===== src/rtl/cache_init_sequencer_pkg.sv =====
// Shared cache definitions: sequencer states, tag-entry layout, default geometry.
// Imported by the init sequencer and the cache core so both agree on entry format.
package cache_init_sequencer_pkg;

    localparam int INDEX_WIDTH_DEF = 8;
    localparam int TAG_WIDTH_DEF   = 14;

    // Tag RAM entry is {valid, dirty, tag}
    localparam int VALID_BIT = TAG_WIDTH_DEF + 1;
    localparam int DIRTY_BIT = TAG_WIDTH_DEF;

    typedef enum logic [1:0] {
        WAIT  = 2'd0,
        CLEAR = 2'd1,
        DONE  = 2'd2
    } seq_state_t;

    function automatic int entry_width(input int tag_width);
        return tag_width + 2;
    endfunction

endpackage


===== src/rtl/cache_init_sequencer_if.sv =====
// Start/flush handshake and tag-RAM write port of the cache init sequencer.
// master = sequencer side, slave = environment (power-on logic, flush requester, tag RAM).
interface cache_init_sequencer_if
    import cache_init_sequencer_pkg::*;
#(
    parameter int INDEX_WIDTH = INDEX_WIDTH_DEF,
    parameter int TAG_WIDTH   = TAG_WIDTH_DEF
);
    logic                   launch;
    logic                   mem_ready;
    logic                   flush_req;
    logic                   flush_ack;
    logic                   tag_we;
    logic [INDEX_WIDTH-1:0] tag_waddr;
    logic [TAG_WIDTH+1:0]   tag_wdata;
    logic                   init_done;

    modport master (
        input  launch,
        input  mem_ready,
        input  flush_req,
        output flush_ack,
        output tag_we,
        output tag_waddr,
        output tag_wdata,
        output init_done
    );

    modport slave (
        output launch,
        output mem_ready,
        output flush_req,
        input  flush_ack,
        input  tag_we,
        input  tag_waddr,
        input  tag_wdata,
        input  init_done
    );

endinterface


===== src/rtl/cache_init_sequencer.sv =====
// Clears every tag RAM line after power-on (launch & mem_ready), then serves invalidate-all flushes.
// Latency: first write one cycle after trigger edge, init_done 2^INDEX_WIDTH+1 cycles after it.
// Backpressure: none; flush_req is a level held until flush_ack, ignored outside DONE.
module cache_init_sequencer
    import cache_init_sequencer_pkg::*;
#(
    parameter int INDEX_WIDTH = INDEX_WIDTH_DEF,
    parameter int TAG_WIDTH   = TAG_WIDTH_DEF
)
(
    input  logic                   clk,
    input  logic                   rstn,
    cache_init_sequencer_if.master bus
);

    localparam logic [INDEX_WIDTH-1:0] IDX_MAX = '1;

    seq_state_t             state;
    seq_state_t             state_nxt;
    logic [INDEX_WIDTH-1:0] idx;
    logic [INDEX_WIDTH-1:0] idx_nxt;
    logic                   is_flush;
    logic                   is_flush_nxt;

    logic                   tag_we_q;
    logic                   tag_we_nxt;
    logic [INDEX_WIDTH-1:0] tag_waddr_q;
    logic [INDEX_WIDTH-1:0] tag_waddr_nxt;
    logic                   init_done_q;
    logic                   init_done_nxt;
    logic                   flush_ack_q;
    logic                   flush_ack_nxt;

    // Cleared entry: valid=0, dirty=0, tag=0
    logic [TAG_WIDTH+1:0]   entry_clear;
    assign entry_clear = {1'b0, 1'b0, {TAG_WIDTH{1'b0}}};

    always_ff @(posedge clk or negedge rstn) begin
        if (!rstn) begin
            state       <= WAIT;
            idx         <= '0;
            is_flush    <= 1'b0;
            tag_we_q    <= 1'b0;
            tag_waddr_q <= '0;
            init_done_q <= 1'b0;
            flush_ack_q <= 1'b0;
        end else begin
            state       <= state_nxt;
            idx         <= idx_nxt;
            is_flush    <= is_flush_nxt;
            tag_we_q    <= tag_we_nxt;
            tag_waddr_q <= tag_waddr_nxt;
            init_done_q <= init_done_nxt;
            flush_ack_q <= flush_ack_nxt;
        end
    end

    // idx is the address presented in the current CLEAR cycle; it wraps to 0 after the last line,
    // so a following flush sweep starts from 0 without a separate clear.
    always_comb begin
        state_nxt    = state;
        idx_nxt      = idx;
        is_flush_nxt = is_flush;
        case (state)
            WAIT: begin
                if (bus.launch && bus.mem_ready) begin
                    state_nxt    = CLEAR;
                    is_flush_nxt = 1'b0;
                end
            end
            CLEAR: begin
                idx_nxt = idx + 1'b1;
                if (idx == IDX_MAX) begin
                    state_nxt = DONE;
                end
            end
            DONE: begin
                if (bus.flush_req) begin
                    state_nxt    = CLEAR;
                    is_flush_nxt = 1'b1;
                end
            end
            default: begin
                state_nxt = WAIT;
                idx_nxt   = '0;
            end
        endcase
    end

    // Outputs are computed from the next state and registered, so they line up with state.
    always_comb begin
        tag_we_nxt    = 1'b0;
        tag_waddr_nxt = '0;
        init_done_nxt = 1'b0;
        flush_ack_nxt = 1'b0;
        if (state_nxt == CLEAR) begin
            tag_we_nxt    = 1'b1;
            tag_waddr_nxt = idx_nxt;
        end
        if (state_nxt == DONE) begin
            init_done_nxt = 1'b1;
        end
        if (state == CLEAR && state_nxt == DONE) begin
            flush_ack_nxt = is_flush;
        end
    end

    assign bus.tag_we    = tag_we_q;
    assign bus.tag_waddr = tag_waddr_q;
    assign bus.tag_wdata = entry_clear;
    assign bus.init_done = init_done_q;
    assign bus.flush_ack = flush_ack_q;

endmodule


===== src/flat_wrapper.sv =====
// flat-port wrapper written by rule: the top's interface ports become plain ports
module cache_init_sequencer_flat import cache_init_sequencer_pkg::*;
#(
    parameter int INDEX_WIDTH = INDEX_WIDTH_DEF,
    parameter int TAG_WIDTH   = TAG_WIDTH_DEF
)
  (clk, rstn, bus_launch, bus_mem_ready, bus_flush_req, bus_flush_ack, bus_tag_we, bus_tag_waddr, bus_tag_wdata, bus_init_done);
  cache_init_sequencer_if #(.INDEX_WIDTH(INDEX_WIDTH), .TAG_WIDTH(TAG_WIDTH)) bus_i ();
  input  logic clk;
  input  logic rstn;
  input wire logic [$bits(bus_i.launch)-1:0] bus_launch;
  input wire logic [$bits(bus_i.mem_ready)-1:0] bus_mem_ready;
  input wire logic [$bits(bus_i.flush_req)-1:0] bus_flush_req;
  output wire logic [$bits(bus_i.flush_ack)-1:0] bus_flush_ack;
  output wire logic [$bits(bus_i.tag_we)-1:0] bus_tag_we;
  output wire logic [$bits(bus_i.tag_waddr)-1:0] bus_tag_waddr;
  output wire logic [$bits(bus_i.tag_wdata)-1:0] bus_tag_wdata;
  output wire logic [$bits(bus_i.init_done)-1:0] bus_init_done;
  assign bus_i.launch = bus_launch;
  assign bus_i.mem_ready = bus_mem_ready;
  assign bus_i.flush_req = bus_flush_req;
  assign bus_flush_ack = bus_i.flush_ack;
  assign bus_tag_we = bus_i.tag_we;
  assign bus_tag_waddr = bus_i.tag_waddr;
  assign bus_tag_wdata = bus_i.tag_wdata;
  assign bus_init_done = bus_i.init_done;
  cache_init_sequencer #(.INDEX_WIDTH(INDEX_WIDTH), .TAG_WIDTH(TAG_WIDTH)) u_core (.clk(clk), .rstn(rstn), .bus(bus_i));
endmodule

===== config.mk =====
export PLATFORM = sky130hd
export DESIGN_NAME = cache_init_sequencer_flat
export DESIGN_NICKNAME = d
export VERILOG_FILES = /design/src/rtl/cache_init_sequencer_pkg.sv /design/src/rtl/cache_init_sequencer_if.sv /design/src/rtl/cache_init_sequencer.sv /design/src/flat_wrapper.sv
export SDC_FILE = /design/constraint.sdc
export NUM_CORES = 1
export LEC_CHECK = 0
export BUFFER_PORTS_ARGS = -buffer_cell sky130_fd_sc_hd__clkbuf_2
export CELL_PAD_IN_SITES_DETAIL_PLACEMENT = 1
export CELL_PAD_IN_SITES_GLOBAL_PLACEMENT = 2
export CORE_ASPECT_RATIO = 0.8
export CORE_MARGIN = 8
export CORE_UTILIZATION = 30
export DETAILED_ROUTE_END_ITERATION = 12
export GPL_ROUTABILITY_DRIVEN = 0
export GPL_TIMING_DRIVEN = 0
export MAX_ROUTING_LAYER = met4
export PLACE_DENSITY_LB_ADDON = 0.1
export SLEW_MARGIN = 20
export SYNTH_ARGS = -nofsm -noshare
export SYNTH_HDL_FRONTEND = slang
export SYNTH_SLANG_ARGS = --single-unit

===== constraint.sdc =====
create_clock -name clk -period 1.9 [get_ports clk]
set_input_delay 0.38 -clock clk [delete_from_list [all_inputs] [get_ports clk]]
set_output_delay 0.38 -clock clk [all_outputs]
set_load 0.005 [all_outputs]

==> impl_metrics.yaml <==
yosys:
  synth_cell_types: 28
  ys_seq_area_share_pct: 53.1
  synth_area_leaders: "dfrtp_1, buf_4, nor2b_1"
  ys_ff_latch: 22
  synth.avg_cell_area_sq_um: 11.0
  yosys_warnings: 0
  syn-instance-count: 94
  synth_top_cell_area_share_pct: 53.1
  yosys.area.top_type: "dfrtp_1"
  syn_area_sq_um: 1040
grt:
  grt_usage_pct: 9.45
  grt_overflow: 0
  grt_pass1_wl_mm: 3.88
  grt_max_degree: 23
  grt_pass1_vias: 796
  grt_antenna_before_repair: 0
power_and_ir_drop:
  internal-power_mw: 1.04
  power_density_nw_per_um2: 1250
  vdd_ir_drop_max_uv: 551
  clkPwrFrac_pct: 18.0
  seqPwrFrac_pct: 47.6
  p_sw_share_pct: 34.3
  p_comb_share_pct: 34.4
  p_leak_nw: 0.639
  netSwitchingPower_mw: 0.542
die:
  rows: 19
  core_area_sq_um: 3380
  io_pins: 32
  die_w_microns: 81.7
  start_util_pct: 30.7
  die_area_sq_um: 5610
  die_h_microns: 68.6
cts:
  cts_root_buf: "clkbuf_8"
  cts_tree: "yes"
  ctsHoldBuffers: 0
  cts_max_level: 1
  path_clk_slew_ps: 80
  cts_resized: 0
  cts_sinks: 22
  numCtsBuffers: 3
  clk_latency_ps: 260
  post-cts-setup-buffer-count: 0
  cts_buffer_depth: 2
setup_path:
  worstSetupPathType: "register to register"
  critPathMaxFanout: 10
  max_stage_delay_ps: 400
  worstPathRequired_ps: 2030
  crit_arrival_ps: 1720
  slowest_stage: "dfrtp_1"
  cp-start-kind: "register"
  path_cells: "ha_1 -> nand3_2 -> nor3_2 -> a2bb2oi_4 -> nor3_1"
  worst-path-buf-inv: 0
  r2r_slack_ps: 310
  cp_top_family: "simple AND/OR/NAND/NOR gates"
  critPathCaptureType: "register"
finish:
  fin_area_sq_um: 1260
  nets: 135
  final-instance-count-excl-fill: 169
  nFillCells: 415
  syn_to_final_growth_pct: 21.7
  drive_gt1_share_pct: 30.7
  antennaDiodeCount: 0
route:
  wirelength_mm: 2.28
  ant_nets: 0
  drt-pass1-iter-count: 4
  drcViolationCount: 0
  vias_per_cell: 4.36
  via_count: 737
  drt_iter0_markers: 21
  wl_per_cell_microns: 13.5
sta:
  post-route-worst-setup-slack_ps: 311
  hold_viol_final: 0
  worstMarginPinSlew_ps: 558
  finalHoldWorstSlack_ps: 94.9
  rsz0062_at_grt: "no"
  post-route-period-util_pct: 83.6
  slew_headroom_pct: 62.8
  fmax_mhz: 629
  maxSlewViolCount: 0
  finalCriticalPeriod_ps: 1590
  final-setup-viol-count: 0
  finalSetupTns_ps: 0
  clock_skew_ps: 3.11
placement:
  dp_hpwl_mm: 1.71
  io_buffers: 15
  post-place-ws_ps: 279
  placedCellCount: 166
  placed_cell_area_sq_um: 1220
run_status:
  status: "complete, no violations"
worst_hold_path:
  hold_path.class: "primary input to async pin"
run:
  max_cap_violations: 0
## flip-flops by register name, indices dropped and copies added, names as in the netlist
register and cells:
u_core.bus.flush_ack 1, u_core.bus.tag_we 1, u_core.state 2, u_core.is_flush 1, u_core.bus.init_done 1, u_core.bus.tag_waddr 8, u_core.idx 8
## power by group through the flow
stage          Combinational [mW]  Sequential, mW  Clock, mW
2_1_floorplan               0.361           0.750          0
3_3_place_gp                0.534           0.755          0
3_5_place_dp                0.549           0.762          0
4_1_cts                     0.559           0.756      0.298
5_1_grt                     0.628           0.776      0.324
6_report                    0.544           0.751      0.284
## synth_stat cells
| cell | instances |
|---|---|
| o211a_1 | 1 |
| o31ai_1 | 2 |
| a22o_1 | 1 |
| nand2_1 | 7 |
| ha_1 | 1 |
| nor2_1 | 5 |
| buf_4 | 17 |
| inv_1 | 5 |
| o2bb2ai_1 | 1 |
| o21ai_0 | 3 |
| nor2b_1 | 6 |
| a21oi_1 | 1 |
| xnor2_1 | 2 |
| nor4_1 | 2 |
| nor3_1 | 5 |
| a311o_1 | 1 |
| dfrtp_1 | 22 |
| nand3_2 | 1 |
| xor2_1 | 1 |
| and3_1 | 1 |
| nand3_1 | 1 |
| nand2b_1 | 1 |
| nand4_2 | 1 |
| mux2i_1 | 2 |
| a2bb2oi_4 | 1 |
| nor3_2 | 1 |
| conb_1 | 1 |
| a211o_1 | 1 |
## layout by cell type (no fill, tap or decap), types with 2 or more instances in the layout
cell type,instances
dfrtp_1,22
buf_4,17
nor3_1,5
nor2b_1,6
inv_1,5
nor2_1,5
o31ai_1,2
o21ai_0,3
clkbuf_2,15
xnor2_1,2
clkbuf_8,3
mux2i_1,2
conb_1,16
nor4_1,2
nand2_1,7
## cells by family (layout without fill, tap and decap cells)
kind of cell	Yosys count	after routing	share of synthesized area [%]
buffers and inverters	22	40	14.1
adders and majority gates	1	1	1.21
AOI/OAI and AO/OA	12	12	10.4
xor gates and xnor gates	3	3	2.53
and+or+nand+nor	31	31	16.4
DFF	22	22	53.1
muxes	2	2	1.93
other	1	16	0.362
## path summary, 6_finish.rpt
check | start | to | cells after the start
setup / recovery | u_core.idx[0]$_DFF_PN0_ | u_core.bus.tag_waddr[7]$_DFF_PN0_ | 5
hold / removal | rstn | u_core.is_flush$_DFFE_PN0P_ | 1
setup reg to reg | u_core.idx[0]$_DFF_PN0_ | u_core.bus.tag_waddr[7]$_DFF_PN0_ | 5
hold reg to reg | u_core.is_flush$_DFFE_PN0P_ | u_core.is_flush$_DFFE_PN0P_ | 2
max in group asynchronous | rstn | u_core.idx[3]$_DFF_PN0_ | 1
min in group clk | bus_flush_req | u_core.bus.init_done$_DFF_PN0_ | 2
## per-layer routing
| metal | vias up | wire length [microns] | track usage (%) |
|---|---|---|---|
| met5 | - | 0 | - |
| met4 | 0 | 19 | 2.62 |
| met3 | 2 | 178 | 4.15 |
| met2 | 23 | 1020 | 14.0 |
| met1 | 360 | 1060 | 11.5 |
| li1 | 352 | - | - |
## worst register-to-register path, stage by stage (launching register included)
cell and delay [ps]:
dfrtp_1 400, ha_1 250, nand3_2 120, nor3_2 260, a2bb2oi_4 320, nor3_1 100
## cell type report
type                       instances  area (sq um)  area share (%)
buffer                            17           128            10.1
clock buffer                       3          41.3            3.27
inverter                           5          18.8            1.49
multi-input combinational         65           397            31.4
sequential                        22           551            43.6
tap                               42          52.6            4.16
timing repair buffer              15          75.1            5.95
## metrics by stage
step / utilization, % / power, mW
2_1_floorplan: - / 1.11
3_3_place_gp: 36.2 / 1.29
3_5_place_dp: 36.2 / 1.31
4_1_cts: 37.4 / 1.61
5_1_grt: 37.4 / 1.73
6_report: 37.4 / 1.58
Note: power is estimated with default switching activity, not from simulation.
